### config.mk
export PLATFORM = sky130hd
export DESIGN_NAME = acc_src_reg
export DESIGN_NICKNAME = d
export VERILOG_FILES = /design/src/rtl/acc_src_pkg.sv /design/src/rtl/acc_src_mux.sv /design/src/rtl/acc_src_reg.sv
export SDC_FILE = /design/constraint.sdc
export NUM_CORES = 1
export LEC_CHECK = 0
export ABC_AREA = 1
export BUFFER_PORTS_ARGS = -buffer_cell sky130_fd_sc_hd__buf_4
export CAP_MARGIN = 20
export CELL_PAD_IN_SITES_DETAIL_PLACEMENT = 0
export CELL_PAD_IN_SITES_GLOBAL_PLACEMENT = 2
export CORE_MARGIN = 3
export CORE_UTILIZATION = 21
export DETAILED_ROUTE_END_ITERATION = 6
export PLACE_DENSITY_LB_ADDON = 0.12
export SLEW_MARGIN = 15
export SYNTH_ARGS = -nofsm -noshare
export SYNTH_HDL_FRONTEND = slang
export SYNTH_SLANG_ARGS = --single-unit
### constraint.sdc
create_clock -name i_clk -period 2.1 [get_ports i_clk]
set_clock_uncertainty 0.05 [all_clocks]
set_input_delay 0.42 -clock i_clk [delete_from_list [all_inputs] [get_ports i_clk]]
set_output_delay 0.42 -clock i_clk [all_outputs]
set_load 0.01 [all_outputs]
### src/rtl/acc_src_pkg.sv
// Shared constants and helpers for the accumulator source selector.
// Source indices match the select encoding used by the datapath controller.
package acc_src_pkg;

    localparam int NB_DATA_DEF  = 16;

    localparam int SRC_DATA     = 0;
    localparam int SRC_SIGNAL   = 1;
    localparam int SRC_RES_ARIT = 2;

    // Bit offset of source k inside a packed bus of nb-bit sources.
    function automatic int src_lsb(input int k, input int nb);
        return k * nb;
    endfunction

endpackage

### src/rtl/acc_src_mux.sv
// Combinational N_SRC:1 source selector with an out-of-range select flag.
module acc_src_mux
    import acc_src_pkg::*;
#(
    parameter int NB_DATA = NB_DATA_DEF,
    parameter int N_SRC   = 3,
    parameter int NB_SEL  = 2
) (
    input  logic [NB_SEL-1:0]        sel,
    input  logic [N_SRC*NB_DATA-1:0] src,
    output logic [NB_DATA-1:0]       data,
    output logic                     out_of_range
);

    always_comb begin
        // NOTE: default first so no select value leaves data unassigned and infers a latch.
        data = '0;
        for (int k = 0; k < N_SRC; k++) begin
            if (int'(sel) == k) begin
                data = src[src_lsb(k, NB_DATA) +: NB_DATA];
            end
        end
    end

    assign out_of_range = (int'(sel) >= N_SRC);

endmodule

### src/rtl/acc_src_reg.sv
// Registered accumulator fed from a selectable source, with an optional
// capture stage, zero/negative flags, write pulse and sticky select error.
module acc_src_reg
    import acc_src_pkg::*;
#(
    parameter int NB_DATA = NB_DATA_DEF,
    parameter int N_SRC   = 3,
    parameter int NB_SEL  = 2,
    parameter int PIPE    = 0
) (
    input  logic                     i_clk,
    input  logic                     i_reset,
    input  logic [NB_SEL-1:0]        i_sel,
    input  logic [N_SRC*NB_DATA-1:0] i_src,
    input  logic                     i_wr_acc,
    input  logic                     i_clr_err,
    output logic [NB_DATA-1:0]       o_acc,
    output logic                     o_acc_valid,
    output logic                     o_zero,
    output logic                     o_neg,
    output logic                     o_sel_err
);

    logic [NB_DATA-1:0] mux_data;
    logic               sel_oor;
    logic               wr_legal;
    logic               wr_illegal;

    acc_src_mux #(
        .NB_DATA (NB_DATA),
        .N_SRC   (N_SRC),
        .NB_SEL  (NB_SEL)
    ) u_mux (
        .sel          (i_sel),
        .src          (i_src),
        .data         (mux_data),
        .out_of_range (sel_oor)
    );

    assign wr_legal   = i_wr_acc & ~sel_oor;
    assign wr_illegal = i_wr_acc &  sel_oor;

    // Set has priority over clear so a simultaneous bad write is never lost.
    always_ff @(posedge i_clk or posedge i_reset) begin
        // NOTE: non-blocking so every register samples pre-edge values regardless of block order.
        if (i_reset) begin
            o_sel_err <= 1'b0;
        end else if (wr_illegal) begin
            o_sel_err <= 1'b1;
        end else if (i_clr_err) begin
            o_sel_err <= 1'b0;
        end
    end

    generate
        if (PIPE == 0) begin : g_direct
            always_ff @(posedge i_clk or posedge i_reset) begin
                if (i_reset) begin
                    o_acc       <= '0;
                    o_acc_valid <= 1'b0;
                end else begin
                    o_acc_valid <= wr_legal;
                    if (wr_legal) begin
                        o_acc <= mux_data;
                    end
                end
            end
        end else begin : g_pipe
            logic [NB_DATA-1:0] stage_data;
            logic               stage_valid;

            // Reset clears stage_valid, so a write caught in flight never reaches ACC.
            always_ff @(posedge i_clk or posedge i_reset) begin
                if (i_reset) begin
                    stage_data  <= '0;
                    stage_valid <= 1'b0;
                    o_acc       <= '0;
                    o_acc_valid <= 1'b0;
                end else begin
                    stage_valid <= wr_legal;
                    if (wr_legal) begin
                        stage_data <= mux_data;
                    end
                    o_acc_valid <= stage_valid;
                    if (stage_valid) begin
                        o_acc <= stage_data;
                    end
                end
            end
        end
    endgenerate

    assign o_zero = (o_acc == '0);
    assign o_neg  = o_acc[NB_DATA-1];

endmodule

==> flow_results.org, run 1 <==
** Synth
- Post-synth top flop :: dfrtp_1
- Area leader, netlist :: dfrtp_1
- Synthesis instantiated 15 different standard cells from the library.
- For this run, the number of Yosys warnings is 0.
- After synthesis, the share of flip-flops with an asynchronous set or reset is 1.000.
- Seq/Total Area, Yosys :: 0.4114
- Top cells by area, synth :: dfrtp_1 41%, nand3_1 22%, nand2_1 22%
- Synthesis produced 160 cells.
- Of the post-synthesis cell area, the dominant cell type holds 0.4114.
- Among all cell types in the netlist, the one instantiated most often is nand2_1.
- After synthesis the cells add up to 0.001095 mm2.
- A synthesized cell averages 6.842 um2.
- Post-synth EDFFs :: 0
- Top cell types by occurrence after synthesis :: 64 x nand2_1, 49 x nand3_1, 18 x dfrtp_1
- In this run, synthesis produced a sequential element count of 18.
- Total nets after synthesis :: 214

** Detailed routing
- Detailed routing inserted a total of 1357 vias.
- Router iterations before antenna repair :: 4
- Number of DRC markers after the initial detailed-route iteration :: 58
- Residual DRC count :: 0
- In this run the top signal layer used is met4.
- Detailed routing placed a total of 2141 um of wire on met2.
- M1 wire length :: 1528 um
- Post-detailed-route via-to-cell ratio :: 4.600
- Overall routed net length :: 4045 um
- Number of nets with antenna violations after detailed routing :: 0
- Wire segments on met3 add up to 335 um in the final route.
- After detailed routing, the average wire length per cell comes to 13.71 um.

** Global routing
- The first global-routing pass estimated 6596 um of wire.
- The via count of the first global-routing pass came to 1369.
- Entering global routing, the biggest net connects 20 pins.
- The number of antenna violations at the first check in global routing is 0.
- Overall fraction of global-route tracks in use :: 0.1361
- Total overflow reported by the global router :: 0

** Die
- Number of ports placed on the die boundary :: 74
- In this run the vertical extent of the chip is 78.21 um.
- Effective utilization at floorplan :: 0.2244
- Standard-cell row count :: 25
- Die Area :: 0.006116 mm2
- Area of the core region :: 0.004880 mm2
- Die Wd :: 78.21 um

** STA
- Setup repair after global routing left no endpoint under its margin.
- The number of slew-limit violations in the final report came to 0.
- Static timing analysis puts the maximum clock frequency at 0.6259 GHz.
- Slew Limit Headroom :: 0.5423
- Dividing the final minimum period by the clock period gives 0.7608.
- At the pin with the least slew margin, the transition time is 685.8 ps.
- The clock period could shrink to 1598 ps.
- Total count of hold-check failures in the final report :: 0
- Total negative slack for setup checks :: 0 ps
- Total setup violations reported at the end of the flow :: 0
- Across all hold checks on the routed design, the worst slack comes to 221.7 ps.

** Layout
- Number of diodes :: 0
- Fraction of final layout cells with drive strength greater than 1 :: 0.3640
- After the last flow step, the layout net total stands at 283.
- The area growth from synthesis to layout is 57.60%.
- Final std cell area, no fill :: 0.001725 mm2
- Final Non-Filler Cells :: 295

** Clock tree
- Number of buffers added by the clock tree synthesis step :: 3
- For this design, the sink count on the clock tree is 18.
- Clock-pin slew was measured on the worst setup and hold paths at 70 ps.
- The number of hold buffers added after CTS was 0.
- Number of buffers on the longest clock path :: 2
- Once the clock tree was built, the resizer swapped 0 gates to a different size.
- # H-tree levels :: 1
- At the later pin of the worst-skew pair, clock insertion delay measures 250 ps.
- TritonCTS built the clock tree.
- Clock Tree Root :: clkbuf_8
- Number of post-CTS setup repair buffers :: 0

** Place
- Instance area after placement :: 0.001670 mm2
- Buffers on Ports :: 73
- At the end of routability-driven placement, the weighted congestion stood at 0.7839.
- Once detailed placement completed, the half-perimeter wirelength came to 3201 um.
- Placed cell count :: 291

** Run
- Maximum Capacitance Violations :: 0

** Critical path
- Slowest cell on the critical path :: dfrtp_1
- Slowest stage delay, CP :: 400 ps
- Most common cell type on the critical path :: nor2_1
- Traced cell by cell, the critical path runs through nor2_1 -> nand4_1 -> nor2_1 -> buf_4.
- Flop-to-flop setup slack :: 1410 ps
- Counting cells, the worst reg-to-reg path comes to 2.
- CP max FO :: 3
- Data on the critical path arrives at its endpoint at 1130 ps.
- Endpoint of the lowest-slack register-to-register path :: o_acc[6]
- Start-to-end type of the worst setup path :: register to output port
- The worst register-to-register path begins at o_acc[6].
- The worst setup path is captured at an output port.
- Data required time at the worst endpoint :: 1630 ps
- STA classifies the critical path startpoint as a register.

** Run status
- The flow ran to the end, and the final reports show no timing, DRC or antenna violations.

** Power
- Cell leakage power :: 0.9304 nW
- IR analysis of the VDD net gives a maximum drop of 344.6 uV.
- Dividing total power by cell area gives a power density of 595.0 mW/mm2.
- The design draws 1.027 mW.

** Hold path
- The worst hold path belongs to the class input port to asynchronous set/reset pin.
[critical path, delay by kind of cell, from the launching register on]
family	cells	cell delay, ps
and+or+nand+nor	3	350
DFF	1	400
buffers and inverters	1	120
[flip-flops by register name (all words and copies together), names as in the netlist]
register,flops
o_acc,16
o_acc_valid,1
o_sel_err,1
[per-stage QoR]
stage                     worst slack (ps)    util
after floorplan                      772.7       -
after global placement               472.2  0.3423
after detailed placement             452.4  0.3423
after CTS                            468.1  0.3536
after global routing                 381.4  0.3536
final                                502.2  0.3536
[placed cells by master, fill, tap and decap left out, drive strengths merged]
cell,n
nor2,10
buf,74
nand3,49
o21ai,2
nand4,2
dfrtp,18
clkbuf,4
inv,5
nand2,64
[per-layer routing]
| layer | vias up | track usage |
|---|---|---|
| met5 | - | 0 |
| met4 | 0 | 0.02622 |
| met3 | 6 | 0.04358 |
| met2 | 62 | 0.2491 |
| met1 | 630 | 0.1548 |
| li1 | 659 | - |
[cell families after synthesis]
group                  synth area share
and+or+nand+nor                  0.4914
buffers and inverters           0.07772
AOI/OAI and AO/OA               0.01943
DFF                              0.4114
[worst max path at each step]
| stage | endpoint | start | slack (ps) |
|---|---|---|---|
| 2_1_floorplan | o_acc[0] | i_sel[0] | 770 |
| 3_3_place_gp | o_acc[1] | i_sel[0] | 470 |
| 3_5_place_dp | o_acc[1] | i_sel[0] | 450 |
| 4_1_cts | o_zero | o_acc[0] | 470 |
| 5_1_grt | o_zero | o_acc[0] | 380 |
| 6_report | o_zero | o_acc[0] | 500 |
[report_power, final]
group / switching, mW / internal, mW
Sequential: 0.0362 / 0.390
Combinational: 0.155 / 0.164
Clock: 0.114 / 0.166
Total: 0.306 / 0.721
[final cells by class]
cell class | count | area, um2
multi-input cells | 127 | 559.3
repair buffers | 74 | 555.5
inverters | 5 | 21.27
fillers | 552 | 3154
flip-flops and latches | 18 | 450.4
clock buffers | 4 | 55.05
well taps | 67 | 83.83
Note: power is estimated with default switching activity, not from simulation.
==> run 2: changes to the inputs <==
--- a/config.mk
+++ b/config.mk
@@ -11,7 +11,7 @@
 export CELL_PAD_IN_SITES_DETAIL_PLACEMENT = 0
 export CELL_PAD_IN_SITES_GLOBAL_PLACEMENT = 2
 export CORE_MARGIN = 3
-export CORE_UTILIZATION = 21
+export CORE_UTILIZATION = 20
 export DETAILED_ROUTE_END_ITERATION = 6
 export PLACE_DENSITY_LB_ADDON = 0.12
 export SLEW_MARGIN = 15
==> constraint.sdc (replaced) <==
create_clock -name i_clk -period 1.6 [get_ports i_clk]
set_clock_uncertainty 0.05 [all_clocks]
set_input_delay 0.32 -clock i_clk [delete_from_list [all_inputs] [get_ports i_clk]]
set_output_delay 0.32 -clock i_clk [all_outputs]
set_load 0.01 [all_outputs]
==> run 2 against run 1 <==
  * Sequential cell count is the same
  * Sequential power is 32% higher
  * Wire length is 4.7% higher
  * Power grew 33%
  * Global-route usage fell by 0.21 points
  * Clock power rose by 34%
  * Die area grew 4.6%
  * Worst hold slack worse by 200 ps
  * Clock-buffer cell count did not move
  * Critical endpoint unchanged
  * Largest power group unchanged
==> flow_results.org, run 2 (synthesized netlist as in run 1, its figures left out) <==
** Critical path
- Data required time at the worst endpoint :: 1230 ps
- Critical Path Sink Type :: output port
- Worst reg2reg path startpoint :: o_acc[1]
- The worst setup path is launched from a register.
- Start-to-end type of the worst setup path :: register to output port
- CP max FO :: 3
- Across all register-to-register paths, the minimum setup slack is 790 ps.
- For the worst setup path, the data arrival time is 1130 ps.
- Worst setup path startpoint :: o_acc[3]
- Count of cells along the worst register-to-register path :: 3

** Die
- The initial utilization of the core area, before any placement, comes to 0.2103.
- In this run the core area contains 26 standard-cell rows.
- Measured along the x axis, the die boundary spans 79.99 um.
- During I/O placement, the number of pins put on the boundary was 74.
- Die Area :: 0.006398 mm2
- The floorplan step set the die height to 79.99 um.
- The region available for standard cell placement spans 0.005205 mm2.

** Power
- In this run the static leakage power is 0.9454 nW.
- Power density over cell area :: 780.6 mW/mm2
- IR analysis of the VDD net gives a maximum drop of 514.6 uV.

** Clock tree
- # H-tree levels :: 1
- Worst-Skew Late Latency :: 250 ps
- Clock-pin slew was measured on the worst setup and hold paths at 70 ps.
- Number of buffers on the longest clock path :: 2
- Cts hold-fix bufs :: 0
- TritonCTS built the clock tree.
- CTS saw 18 sinks.
- Number of buffers added by the clock tree synthesis step :: 3
- The cell sitting at the root of the clock tree is a clkbuf_8.

** Global routing
- Total overflow reported by the global router :: 0
- Initial antenna violation count :: 0
- Pin count of the biggest net entering global routing :: 20
- Overall fraction of global-route tracks in use :: 0.1340
- The first global-routing pass estimated 6651 um of wire.
- Via count of the first global-routing pass :: 1310

** Detailed routing
- Overall routed net length :: 4237 um
- For this block, wires on met1 add up to 1675 um.
- Top sig layer :: met3
- In the detailed route, the total length drawn on met3 is 286 um.
- Once detail routing completed, the nets flagged for antenna violations numbered 0.
- Wire length on met2 :: 2275 um
- Router iterations before antenna repair :: 6
- Residual DRC count :: 0
- After detailed routing, the average wire length per cell comes to 14.08 um.
- After the first detailed-routing iteration, the DRC count stood at 55.
- After detailed routing, the number of vias per cell comes to 4.472.
- The routed layout has 1346 vias.

** Place
- Buffers on Ports :: 73
- Minimum setup slack after placement :: 66.91 ps
- Routability-driven placement finished with a final weighted congestion of 0.7974.
- Counting tap cells, the placed design contains a total of 296 instances.
- Placed wire-length estimate after detailed placement :: 3351 um

** Layout
- Top reg by flops :: o_acc
- Fraction of final layout cells with drive strength greater than 1 :: 0.3766
- Syn-to-layout area delta :: 60.23%
- Area used by multi-input combinational logic :: 561.8 um2
- The library cell used most frequently in the layout, excluding fill and tap cells, is buf_4.
- The top cell types in the final layout, fill and taps aside, are 77 x buf_4, 64 x nand2_1, 49 x nand3_1, 18 x dfrtp_1, 8 x nor2_1.
- Number of fill cells :: 584
- The final layout contains 286 nets.
- Leaving out filler cells and counting taps, the final layout contains 301.
- The register with the most flip-flops in the layout has 16 of them.
- The largest registers in the layout are o_acc x16, o_acc_valid x1, o_sel_err x1.
- The number of antenna diodes in the final layout is 0.
- The sequential cells in the finished layout cover a total of 450.4 um2.

** STA
- In the finished design, the share of the clock period the worst path needs comes to 0.9358.
- Total setup violations reported at the end of the flow :: 0
- Slew @ Worst Pin :: 645.9 ps
- Unrepaired setup endpoints after global routing :: false
- The final count of hold timing violations was 0.
- Slew Limit Headroom :: 0.5689
- Total negative slack for setup checks :: 0 ps
- FMAX :: 0.6679 GHz
- Minimum clock period :: 1497 ps
- Across all setup checks in the final design, the least slack found is 102.7 ps.
- The number of slew-limit violations in the final report was 0.

** Run status
- The flow ran to the end, and the final reports show no timing, DRC or antenna violations.

** Hold path
- Class of the most critical hold timing path :: input port to asynchronous set/reset pin

** Run
- Maximum Capacitance Violations :: 0
## run 2: changes by cell type in the layout (fill, tap and decap cells not counted), sizes merged
cell / change
buf: +3
## run 2: metrics by stage
stage,power (mW),instance area [um2],hold slack (ps),utilization
4_1_cts,1.386,1744,32.38,0.3351
5_1_grt,1.466,1754,62.60,0.3370
6_report,1.369,1754,26.33,0.3370
2_1_floorplan,0.7552,1095,208.6,-
3_5_place_dp,1.005,1689,313.3,0.3245
3_3_place_gp,1.001,1689,307.0,0.3245
## run 2: path summary, 6_finish.rpt
| kind | end |
|---|---|
| setup / recovery | o_zero |
| hold / removal | o_acc[12] |
| setup reg to reg | o_acc[1] |
| hold reg to reg | o_acc[7] |
| max in group asynchronous | o_acc[0] |
| min in group i_clk | o_sel_err |
## run 2: where the power goes
group	switching [mW]	internal [mW]
Sequential	0.0519	0.512
Clock	0.158	0.219
Combinational	0.206	0.224
Total	0.415	0.954
## run 2: what timing repair did
item / 4_1_cts / 5_1_grt
resized for setup: 0 / 1
hold endpoints to repair: 0 / 0
endpoints found under the setup margin: 0 / 1
buffers inserted: 0 / 1
## run 2: routing by layer
| metal | global-route usage | vias up |
|---|---|---|
| met3 | 0.03499 | 0 |
| met5 | 0 | - |
| met2 | 0.2517 | 47 |
| li1 | - | 667 |
| met1 | 0.1593 | 632 |
| met4 | 0.005068 | 0 |
## run 2: final cells by class
class,count,area share
Inverter,5,0.01213
Clock buffer,4,0.03138
Tap cell,70,0.04993
Multi-Input combinational cell,127,0.3203
Timing Repair Buffer,77,0.3295
Sequential cell,18,0.2568
## run 2: worst max-delay path, stage by stage, from the launching register on
cell and delay, ps:
dfrtp_1 410, nor2_1 120, nand4_1 110, nor2_1 110, buf_4 120
